===== config.mk =====
export PLATFORM = sky130hd
export DESIGN_NAME = addsub_accum_unit
export DESIGN_NICKNAME = d
export VERILOG_FILES = /design/src/rtl/addsub_accum_unit.sv
export SDC_FILE = /design/constraint.sdc
export NUM_CORES = 1
export LEC_CHECK = 0
export CORE_MARGIN = 2
export CORE_UTILIZATION = 40
export CTS_CLUSTER_DIAMETER = 30
export CTS_CLUSTER_SIZE = 25
export DETAILED_ROUTE_END_ITERATION = 16
export GPL_TIMING_DRIVEN = 0
export HOLD_SLACK_MARGIN = 0.06
export PLACE_DENSITY = 0.7
export SYNTH_ARGS = -nofsm -noshare
export SYNTH_HDL_FRONTEND = slang
export SYNTH_SLANG_ARGS = --single-unit

===== constraint.sdc =====
create_clock -name clk -period 3.65 [get_ports clk]
set_clock_uncertainty 0.15 [all_clocks]
set_input_delay 0.73 -clock clk [delete_from_list [all_inputs] [get_ports clk]]
set_output_delay 0.73 -clock clk [all_outputs]
set_load 0.05 [all_outputs]

===== src/rtl/addsub_accum_unit.sv =====
// Registered N-bit add/subtract unit with accumulator, valid/ready handshakes and sticky overflow.
// Define ADDSUB_SATURATE_EN to saturate results (and accumulator) on signed overflow.
module addsub_accum_unit #(
  parameter int N = 8
) (
  input  logic         clk,
  input  logic         reset_n,
  input  logic         in_valid,
  output logic         in_ready,
  input  logic [N-1:0] x,
  input  logic [N-1:0] y,
  input  logic [1:0]   op,
  input  logic         clr,
  output logic         out_valid,
  input  logic         out_ready,
  output logic [N-1:0] s,
  output logic         c_out,
  output logic         overflow,
  output logic         ovf_sticky,
  output logic [N-1:0] acc
);

  logic [N-1:0] r_s;
  logic         r_c_out;
  logic         r_overflow;
  logic         r_out_valid;
  logic [N-1:0] r_acc;
  logic         r_ovf_sticky;

  logic         w_accept;
  logic [N-1:0] w_a;
  logic [N-1:0] w_b;
  logic [N:0]   w_sum;
  logic         w_ovf;
  logic [N-1:0] w_res;

  // Handshake: a transfer happens on a rising edge where valid & ready are both high.
  // Input side may accept whenever the output slot is empty or is being drained this cycle.
  assign in_ready = ~r_out_valid | out_ready;
  assign w_accept = in_valid & in_ready;

  // A clear in the same cycle as an accumulate op makes that op start from zero.
  assign w_a   = op[1] ? (clr ? '0 : r_acc) : x;
  assign w_b   = y ^ {N{op[0]}};
  assign w_sum = {1'b0, w_a} + {1'b0, w_b} + {{N{1'b0}}, op[0]};
  assign w_ovf = (w_a[N-1] & w_b[N-1] & ~w_sum[N-1]) |
                 (~w_a[N-1] & ~w_b[N-1] & w_sum[N-1]);

`ifdef ADDSUB_SATURATE_EN
  always_comb begin
    w_res = w_sum[N-1:0];
    if (w_ovf) w_res = w_a[N-1] ? {1'b1, {(N-1){1'b0}}} : {1'b0, {(N-1){1'b1}}};
  end
`else
  assign w_res = w_sum[N-1:0];
`endif

  always_ff @(posedge clk) begin
    if (!reset_n) begin
      r_s          <= '0;
      r_c_out      <= 1'b0;
      r_overflow   <= 1'b0;
      r_out_valid  <= 1'b0;
      r_acc        <= '0;
      r_ovf_sticky <= 1'b0;
    end else begin
      if (w_accept) begin
        r_s         <= w_res;
        r_c_out     <= w_sum[N];
        r_overflow  <= w_ovf;
        r_out_valid <= 1'b1;
      end else if (out_ready) begin
        r_out_valid <= 1'b0;
      end

      if (w_accept && op[1]) r_acc <= w_res;
      else if (clr)          r_acc <= '0;

      if (w_accept)  r_ovf_sticky <= (clr ? 1'b0 : r_ovf_sticky) | w_ovf;
      else if (clr)  r_ovf_sticky <= 1'b0;
    end
  end

  assign s          = r_s;
  assign c_out      = r_c_out;
  assign overflow   = r_overflow;
  assign out_valid  = r_out_valid;
  assign acc        = r_acc;
  assign ovf_sticky = r_ovf_sticky;

endmodule

==> impl_metrics.py <==
metrics = {
    "floorplan": {
        "die_y_um": 63.1,
        "rows": 21,
        "core_area_um2": 3340,
        "boundaryPins": 44,
        "dieWidth_um": 63.1,
        "die-area_um2": 3980,
        "start_util_pct": 41.8,
    },
    "cts": {
        "cts_buffer_depth": 2,
        "clock_latency_ns": 0.30,
        "h-tree-depth": 1,
        "cts_hold_buf": 0,
        "cts_tree": "done",
        "cts_sinks": 20,
        "cts_made_buffers": 3,
        "path_clk_slew_ns": 0.11,
        "postCtsSetupBuffers": 0,
        "cts-root-buf": "clkbuf_4",
    },
    "synthesis": {
        "synth_top_area_share_pct": 28.7,
        "yosysTopAreaCell": "dfxtp_1",
        "synth_area_leaders": "dfxtp_1 (29%), nand2_1 (7.3%), ha_1 (7.2%)",
        "yosysMostFrequentCell": "nand2_1",
        "postSynthCellCount": 173,
        "syn-num-nets": 205,
        "synth-seq-cells": 20,
        "syn_avg_cell_area_um2": 8.07,
        "ys_types": 38,
        "yosysWarnings": 0,
        "syn_area_um2": 1400,
        "seq_area_frac_synth_pct": 28.7,
        "synthFlopType": "dfxtp_1",
        "synth_async_sr_flop_share_pct": 0,
        "synth_edf_count": 0,
        "synth_common_cells": "nand2_1 (27), dfxtp_1 (20), a21boi_0 (12)",
    },
    "setup_path": {
        "crit_chain": "clkdlybuf4s50_1 -> clkbuf_4 -> mux2_2 -> ha_1 -> a21o_1 -> a21o_1 -> a21oi_2 -> o2111ai_2 -> and2_4 -> o31a_1",
        "cp-end-kind": "register",
        "cp_data_arrival_time_ns": 3.40,
        "crit_top_cell": "a21o_1",
        "worst-setup-path-type": "in2reg",
        "crit_slowest_cell": "clkdlybuf4s50_1",
        "start_kind": "input port",
        "rrSetupSlack_ns": 1.11,
        "crit_required_ns": 3.70,
        "crit_fanout": 10,
        "cpPeakStageDelay_ns": 0.53,
    },
    "detailed_routing": {
        "first_pass_iters": 4,
        "viasPerCell": 5.07,
        "drt-initial-drc-count": 33,
        "postRouteAntennaNets": 0,
        "wl_per_cell_um": 12.7,
        "drc": 0,
        "drt-total-wl_um": 3380,
        "vias": 1343,
    },
    "sta": {
        "min_period_over_period_pct": 91.7,
        "layout_min_cycle_time_ns": 3.35,
        "finalSetupViolCount": 0,
        "tns_ns": 0,
        "worstMarginPinSlew_ns": 0.501,
        "setup_ws_ns": 0.304,
        "max_freq_mhz": 299,
        "slew_viol_final": 0,
        "maxSlewHeadroom_pct": 66.5,
        "hold_viol_final": 0,
        "rsz0062_at_grt": "no",
    },
    "layout": {
        "nFillCells": 333,
        "drive_gt1_share_pct": 8.68,
        "area_growth_pct": 37.8,
        "multi_input_area_um2": 941,
        "layout.nets": 252,
        "seq_area_um2": 400,
        "antennaDiodeCount": 0,
    },
    "global_routing": {
        "grt_util_all_layers_pct": 17.3,
        "grt_max_degree": 12,
        "antenna_found_initial": 0,
        "grt_overflow": 0,
        "grt_pass1_vias": 1256,
        "grt_pass1_wl_um": 5590,
    },
    "pwr": {
        "pwr-share-comb_pct": 46.3,
        "p_seq_share_pct": 35.3,
        "p_clk_share_pct": 18.4,
        "power_density_nw_per_um2": 365,
        "switching_power_mw": 0.270,
        "p_leak_nw": 0.788,
        "vdd.ir_drop.worst_mv": 0.245,
        "swShare_pct": 38.3,
        "finalPower_mw": 0.703,
        "p_int_mw": 0.434,
    },
    "status": {
        "status": "finished clean",
    },
    "placed_design": {
        "gp_congestion": 0.843,
        "dpl.hpwl_um": 2680,
        "pre_cts_slack_ns": -0.403,
        "io_buffers": 42,
    },
    "worst_hold_path": {
        "hold_path.class": "reg2reg",
    },
    "flow_run": {
        "maxCapViolCount": 0,
    },
}
metrics by stage:
stage | util [%] | cells | hold slack (ns) | cell area [um2]
finish | 57.7 | 265 | 0.324 | 1920
floorplan | - | 173 | 0.530 | 1400
detailed placement | 56.2 | 261 | 0.312 | 1870
CTS | 57.3 | 265 | 0.328 | 1910
global placement | 56.2 | 261 | 0.307 | 1870
global route | 57.7 | 265 | 0.350 | 1920
sequential cells by signal, summed over array words and instances, names as in the netlist:
signal / cells
out_valid: 1
s: 8
overflow: 1
acc: 8
ovf_sticky: 1
c_out: 1
logic make-up (layout without fill, tap and decap cells):
kind of cell / after synthesis / in the layout / synth area share [%]
xor gates and xnor gates: 12 / 12 / 7.53
AOI/OAI and AO/OA: 46 / 46 / 23.0
DFF: 20 / 20 / 28.7
and+or+nand+nor: 65 / 65 / 23.7
muxes: 5 / 5 / 3.94
adders and majority gates: 9 / 9 / 8.60
buffers and inverters: 16 / 62 / 4.57
area by class of cell:
cell class                 instances  area share [%]
inverter                           8            1.56
multi-input combinational        137            48.9
buffer                             8            2.02
clock buffer                       4            1.89
timing repair buffer              42            21.8
sequential                        20            20.8
tap                               46            2.99
final timing paths:
check | from | cells past startpoint | end
min reg2reg | s[3] | 2 | s[3]
max | op[1] | 10 | overflow
min | s[3] | 2 | s[3]
max reg2reg | acc[4] | 9 | overflow
critical path, delay by kind of cell:
| family | cells | cell delay [ns] |
|---|---|---|
| adders and majority gates | 1 | 0.34 |
| buffers and inverters | 2 | 0.77 |
| and+or+nand+nor | 1 | 0.22 |
| AOI/OAI and AO/OA | 5 | 1.00 |
| muxes | 1 | 0.35 |
what timing repair did:
item / 4_1_cts / 5_1_grt
gates resized for setup: 1 / 6
pin swaps: 0 / 0
setup endpoints to repair: 2 / 5
cells in the final DEF, fill, tap and decap left out, drive strengths merged, types with 3 or more instances in the layout:
cell type / Yosys / layout
and3: 5 / 5
nand2: 27 / 27
o21a: 3 / 3
nor2b: 7 / 7
ha: 8 / 8
nand3b: 3 / 3
mux2: 4 / 4
inv: 8 / 8
clkdlybuf4s50: 0 / 42
nand3: 6 / 6
a21boi: 12 / 12
dfxtp: 20 / 20
and2: 4 / 4
a21o: 4 / 4
clkbuf: 6 / 10
o21ai: 9 / 9
xor2: 7 / 7
nor2: 4 / 4
xnor2: 5 / 5
a31oi: 4 / 4
nand2b: 4 / 4
a21oi: 8 / 8
power groups by stage:
stage	Sequential (mW)	Combinational [mW]	Clock, mW
after floorplan	0.323	0.151	0
after global placement	0.253	0.318	0
after detailed placement	0.254	0.320	0
after CTS	0.249	0.322	0.133
after global routing	0.251	0.354	0.145
final	0.248	0.325	0.129
metal layers:
layer	vias to the layer above	global-route usage, %	part of all wire (%)
li1	692	-	-
met1	615	22.3	45
met2	36	30.7	49
met3	0	4.11	5.4
met4	0	0.833	0
met5	-	0	0
Note: power is estimated with default switching activity, not from simulation.
==> variant 1, RTL diff (config.mk and constraints unchanged) <==
Set the parameter `N` to 4 (it was 8).
--- a/src/rtl/addsub_accum_unit.sv
+++ b/src/rtl/addsub_accum_unit.sv
@@ -1,7 +1,7 @@
 // Registered N-bit add/subtract unit with accumulator, valid/ready handshakes and sticky overflow.
 // Define ADDSUB_SATURATE_EN to saturate results (and accumulator) on signed overflow.
 module addsub_accum_unit #(
-  parameter int N = 8
+  parameter int N = 4
 ) (
   input  logic         clk,
   input  logic         reset_n,
Interface: changed (resized acc, s, x and y); port bits go from 44 to 28. No check against the original RTL was run, so the function may have changed too.
==> variant 1 against the unedited design <==
- area after synthesis is 40% lower
- clock power shrank 16%
- worst setup slack better by 0.35 ns
- count of clock-buffer cells in the layout did not move
- total power decreased by 39%
- non-clock buffer count fell by 20
- synthesized cell count is 43% lower
- global-route usage down 1.5 points
- sequential cell count is 8 lower
- design area shrank 39%
- routed wire length down 47%
- via count fell by 43%
- largest power group unchanged
- highest routed layer is now met4
==> variant 1: results (changes against the unedited design) <==
| Metric | Value |
|---|---|
| Buffer depth of the longest clock path | 2 (unchanged) |
| Critical register-to-register path startpoint | acc[1]$_SDFF_PN0_ |
| Unique masters post-synth | 36 (-5.3%) |
| Fill cell total of the finished layout | 196 (-41%) |
| Post-CTS setup buffers | 0 (unchanged) |
| Largest net degree at the start of global routing | 11 (-1) |
| Number of nets in the synthesized netlist | 118 (-42%) |
| Worst IR Drop VDD | 0.200 mV (-18%) |
| Via count | 767 (-43%) |
| Worst Setup SP | out_ready |
| Largest stage delay, worst path | 0.80 ns (+0.27 ns) |
| Starting DRT DRC Count | 20 (-39%) |
| Initial DRT Pass Iterations | 4 (unchanged) |
| Combined flip-flop and latch cell area | 240 µm² (-40%) |
| Critical-path cell with the highest stage delay | clkdlybuf4s50_1 |
| Crit path arrival time | 2.11 ns (-1.29 ns) |
| Async SR Flop Fraction | 0 (unchanged) |
| Clock input transition at the sequential cells of the worst setup and hold paths | 0.07 ns (-0.04 ns) |
| Worst-Skew Late Latency | 0.28 ns (-0.02 ns) |
| Largest fanout on the critical path | 4 (-6) |
| Worst slew pin tran | 0.503 ns (+0.00175 ns) |
| Wire length of the first global-routing pass | 3.05 mm (-45%) |
| Worst hold path type | flop to flop |
| Number of antenna violations at the first check in global routing | 0 (unchanged) |
| Placed wire-length estimate | 1.42 mm (-47%) |
| Final Hold Violating Endpoints | 0 (unchanged) |
| Vias in the first global route | 696 (-45%) |
| Number of nets at the end of the flow | 149 (-41%) |
| Layout cells sized above 1 | 0.102 (+0.0148) |
| Ant diodes | 0 (unchanged) |
| Run status | completed |
| Mean routed wirelength per cell | 11.6 µm (-8.6%) |
| Part of the Yosys area used for sequential elements | 0.287 (+0.000687) |
| CTS H-Tree Depth | 1 (unchanged) |
| Warnings, synthesis | 0 (unchanged) |
| Leak Pwr | 0.499 nW (-37%) |
| GPL Wtd Cong | 0.855 (+1.5%) |
| DP Worst Slack | 0.389 ns (+0.792 ns) |
| Sw power | 155 µW (-42%) |
| Number of buffers added by the clock tree synthesis step | 3 (unchanged) |
| Post-synth top cells | 12 x dfxtp_1, 10 x nand2_1, 7 x inv_1, 7 x o21ai_0, 5 x nand3_1 |
| GRT Overall Usage | 0.158 (-0.0147) |
| Startpoint of the lowest-slack hold path | s[3]$_SDFFE_PN0P_ |
| Resized Gates After CTS | 0 (-1) |
| Buffers on Ports | 26 (-38%) |
| Biggest area contributors in the synthesized netlist | dfxtp_1 29%, ha_1 6.0%, nand2_1 4.5% |
| Root buffer cell | clkbuf_4 |
-- variant 1: cell types whose count changed after synthesis, sizes merged, moves of 5 or more --
cell / before / now
nand2: 27 / 10
and3: 5 / 0
a21boi: 12 / 1
dfxtp: 20 / 12
a21oi: 8 / 1
nor2b: 7 / 2
-- variant 1: cell type report --
type                       count  area share
multi-input combinational     75       0.468
timing repair buffer          26       0.223
sequential                    12       0.206
clock buffer                   4      0.0311
tap                           27      0.0290
inverter                       7      0.0225
buffer                         4      0.0204
-- variant 1: final timing paths --
kind                                end  slack [ns]  depth (start not counted)
setup / recovery               in_ready        0.66                          3
hold / removal        s[3]$_SDFFE_PN0P_        0.32                          2
hold reg to reg       s[3]$_SDFFE_PN0P_        0.32                          2
setup reg to reg  ovf_sticky$_SDFF_PN0_        1.46                          8
-- variant 1: critical path: cells and delay by family --
kind,cells,cell delay [ns]
buffers and inverters,2,1.26
AND/OR/NAND/NOR,1,0.12
-- variant 1: power by group through the flow --
stage / sequential, mW / combinational (mW) / clock (mW)
6_report: 0.149 / 0.175 / 0.109
5_1_grt: 0.151 / 0.189 / 0.118
4_1_cts: 0.149 / 0.175 / 0.110
3_5_place_dp: 0.152 / 0.175 / 0
3_3_place_gp: 0.151 / 0.172 / 0
2_1_floorplan: 0.193 / 0.0779 / 0
-- variant 1: layer usage --
metal,GRT usage,part of all wire
met4,0.102,0.024
met3,0.0212,0.045
met5,0,0
met2,0.229,0.45
met1,0.220,0.48
-- variant 1: cell families (layout without fill, tap and decap cells) --
kind of cell	count (synthesis)	after routing	share of synthesized area
fa+ha+maj	5	5	0.0838
flops	12	12	0.287
mux	3	3	0.0374
compound gates	21	21	0.184
buf+inv	11	41	0.0599
simple gates	39	39	0.274
xor+xnor	7	7	0.0734
-- variant 1: through the flow --
step                 util  std cells  cell area (µm²)
floorplan               -         98              836
CTS                 0.594        155             1170
detailed placement  0.576        151             1130
finish              0.594        155             1170
global route        0.594        155             1170
global placement    0.576        151             1130
==> variant 2, RTL diff (same flow settings) <==
Without the edit above. Put one more register stage on the output `ovf_sticky`. The value now appears one clock later. The other outputs are not delayed to match.
--- a/src/rtl/addsub_accum_unit.sv
+++ b/src/rtl/addsub_accum_unit.sv
@@ -86,6 +86,8 @@
   assign overflow   = r_overflow;
   assign out_valid  = r_out_valid;
   assign acc        = r_acc;
-  assign ovf_sticky = r_ovf_sticky;
+  always_ff @(posedge clk) begin
+    ovf_sticky <= r_ovf_sticky;
+  end
 
 endmodule
Check against the original RTL: not equivalent (a bounded check fails within 4 cycles, from zero or initial values and one cycle with reset_n low).
==> variant 2 against the unedited design <==
- area after synthesis up 1.4%
- via count rose by 2.9%
- count of clock-buffer cells in the layout is 1 lower
- total power hardly changed
- design area rose by 0.26%
- worst setup slack worse by 0.12 ns
- routed wire length rose by 5.2%
- sequential cell count rose by 1
- critical path type unchanged
==> variant 2: results (changes against the unedited design) <==
| Metric | Value |
|---|---|
| Worst slew pin tran | 0.501 ns (-0.000227 ns) |
| Startpoint of the lowest-slack hold path | r_ovf_sticky$_SDFF_PN0_ |
| Fill cell total of the finished layout | 337 (+1.2%) |
| Met3 global-route usage | 0.0107 (-0.0304) |
| Worst setup slack for register-to-register paths | 0.98 ns (-0.13 ns) |
| Buffers on Ports | 42 (unchanged) |
| Highest metal layer used by the detailed router | met4 |
| Post-synthesis share of cell area spent on xor and xnor gates | 0.0742 (-0.00106) |
| GRT Overall Usage | 0.188 (+0.0150) |
| Combinational cell power | 326 µW (about the same) |
| Biggest area contributors in the synthesized netlist | dfxtp_1 30%, nand2_1 7.2%, ha_1 7.1% |
| Met1 wire length | 1.63 mm (+6.4%) |
| Final Routed Wirelength | 3.55 mm (+5.2%) |
| Placement Cell Area | 1890 µm² (+1.1%) |
| End point of the most critical hold path | ovf_sticky$_DFF_P_ |
| Routing usage on met1 | 0.246 (+0.0231) |
| Worst IR Drop VDD | 0.163 mV (-34%) |
| Clock group total power | 117 µW (-9%) |
| Number of nets in the synthesized netlist | 206 (+0.49%) |
| Number of antenna violations at the first check in global routing | 0 (unchanged) |
| GPL Wtd Cong | 0.820 (-2.8%) |
| Share of the synthesized area in compound gates (AO/OA/AOI/OAI) | 0.227 (-0.00325) |
| Sw power | 280 µW (+3.7%) |
| Met2 Resource Use GR | 0.326 (+0.0191) |
| Post-synth top cells | 27 x nand2_1, 21 x dfxtp_1, 12 x a21boi_0, 9 x o21ai_0 |
| Share of the final layout cell area in sequential cells | 0.218 (+0.00984) |
| Run status | completed |
| Worst hold margin | 0.218 ns (-0.105 ns) |
| Mean post-synth cell area | 8.14 µm² (+0.85%) |
| Number of nets at the end of the flow | 252 (unchanged) |
| Leak Pwr | 0.797 nW (+1.2%) |
| Combined flip-flop and latch cell area | 420 µm² (+5.0%) |
| Number of storage elements in the synthesis netlist | 21 (+5.0%) |
| Non-clock buffer contribution to total cell area | 0.237 (-0.00192) |
| Starting DRT DRC Count | 59 (+79%) |
| Met3 wire length | 206 µm (+14%) |
| Area of the multi-input gates | 937 µm² (-0.40%) |
| Layout cells sized above 1 | 0.0776 (-0.00913) |
| Placed wire-length estimate | 2.88 mm (+7.4%) |
| Via count | 1382 (+2.9%) |
| Vias in the first global route | 1333 (+6.1%) |
| Cell Count Post-Placement | 262 (+0.38%) |
| Adder and majority gate portion of the synthesized area | 0.0848 (-0.00122) |
| Switching share of total power | 0.397 (+0.0138) |
| Multiplexer share of the synthesized area | 0.0389 (-0.000557) |
| Capture instance of the worst register-to-register path | s[6]$_SDFFE_PN0P_ |
| Met2 Wirelength | 1.66 mm (-0.18%) |
| Non-clock buffer instance count of the final layout | 49 (-2.0%) |
| Count of cells along the worst hold path | 0 (-2) |
| Final-layout clock-cell area share | 0.0143 (-0.00459) |
==> variant 2: cell count changes in the layout (fill, tap and decap cells not counted), sizes merged <==
| cell | before | now |
|---|---|---|
| clkinv | 0 | 1 |
| clkbuf | 10 | 8 |
| dfxtp | 20 | 21 |
| dlymetal6s2s | 0 | 1 |
| clkdlybuf4s50 | 42 | 41 |
==> variant 2: worst max-delay path, delay by kind of cell <==
kind | cells | cell delay [ns]
buf+inv | 2 | 0.77
mux | 1 | 0.38
compound gates | 5 | 1.11
fa+ha+maj | 1 | 0.48
simple gates | 1 | 0.09
==> variant 2: stage by stage <==
stage / utilization / setup TNS, ns / worst slack, ns
2_1_floorplan: - / 0 / 0.560
3_3_place_gp: 0.563 / -1.69 / -0.374
3_5_place_dp: 0.563 / -2.22 / -0.473
4_1_cts: 0.571 / 0 / 0.0440
5_1_grt: 0.574 / 0 / 0.0112
6_report: 0.574 / 0 / 0.185
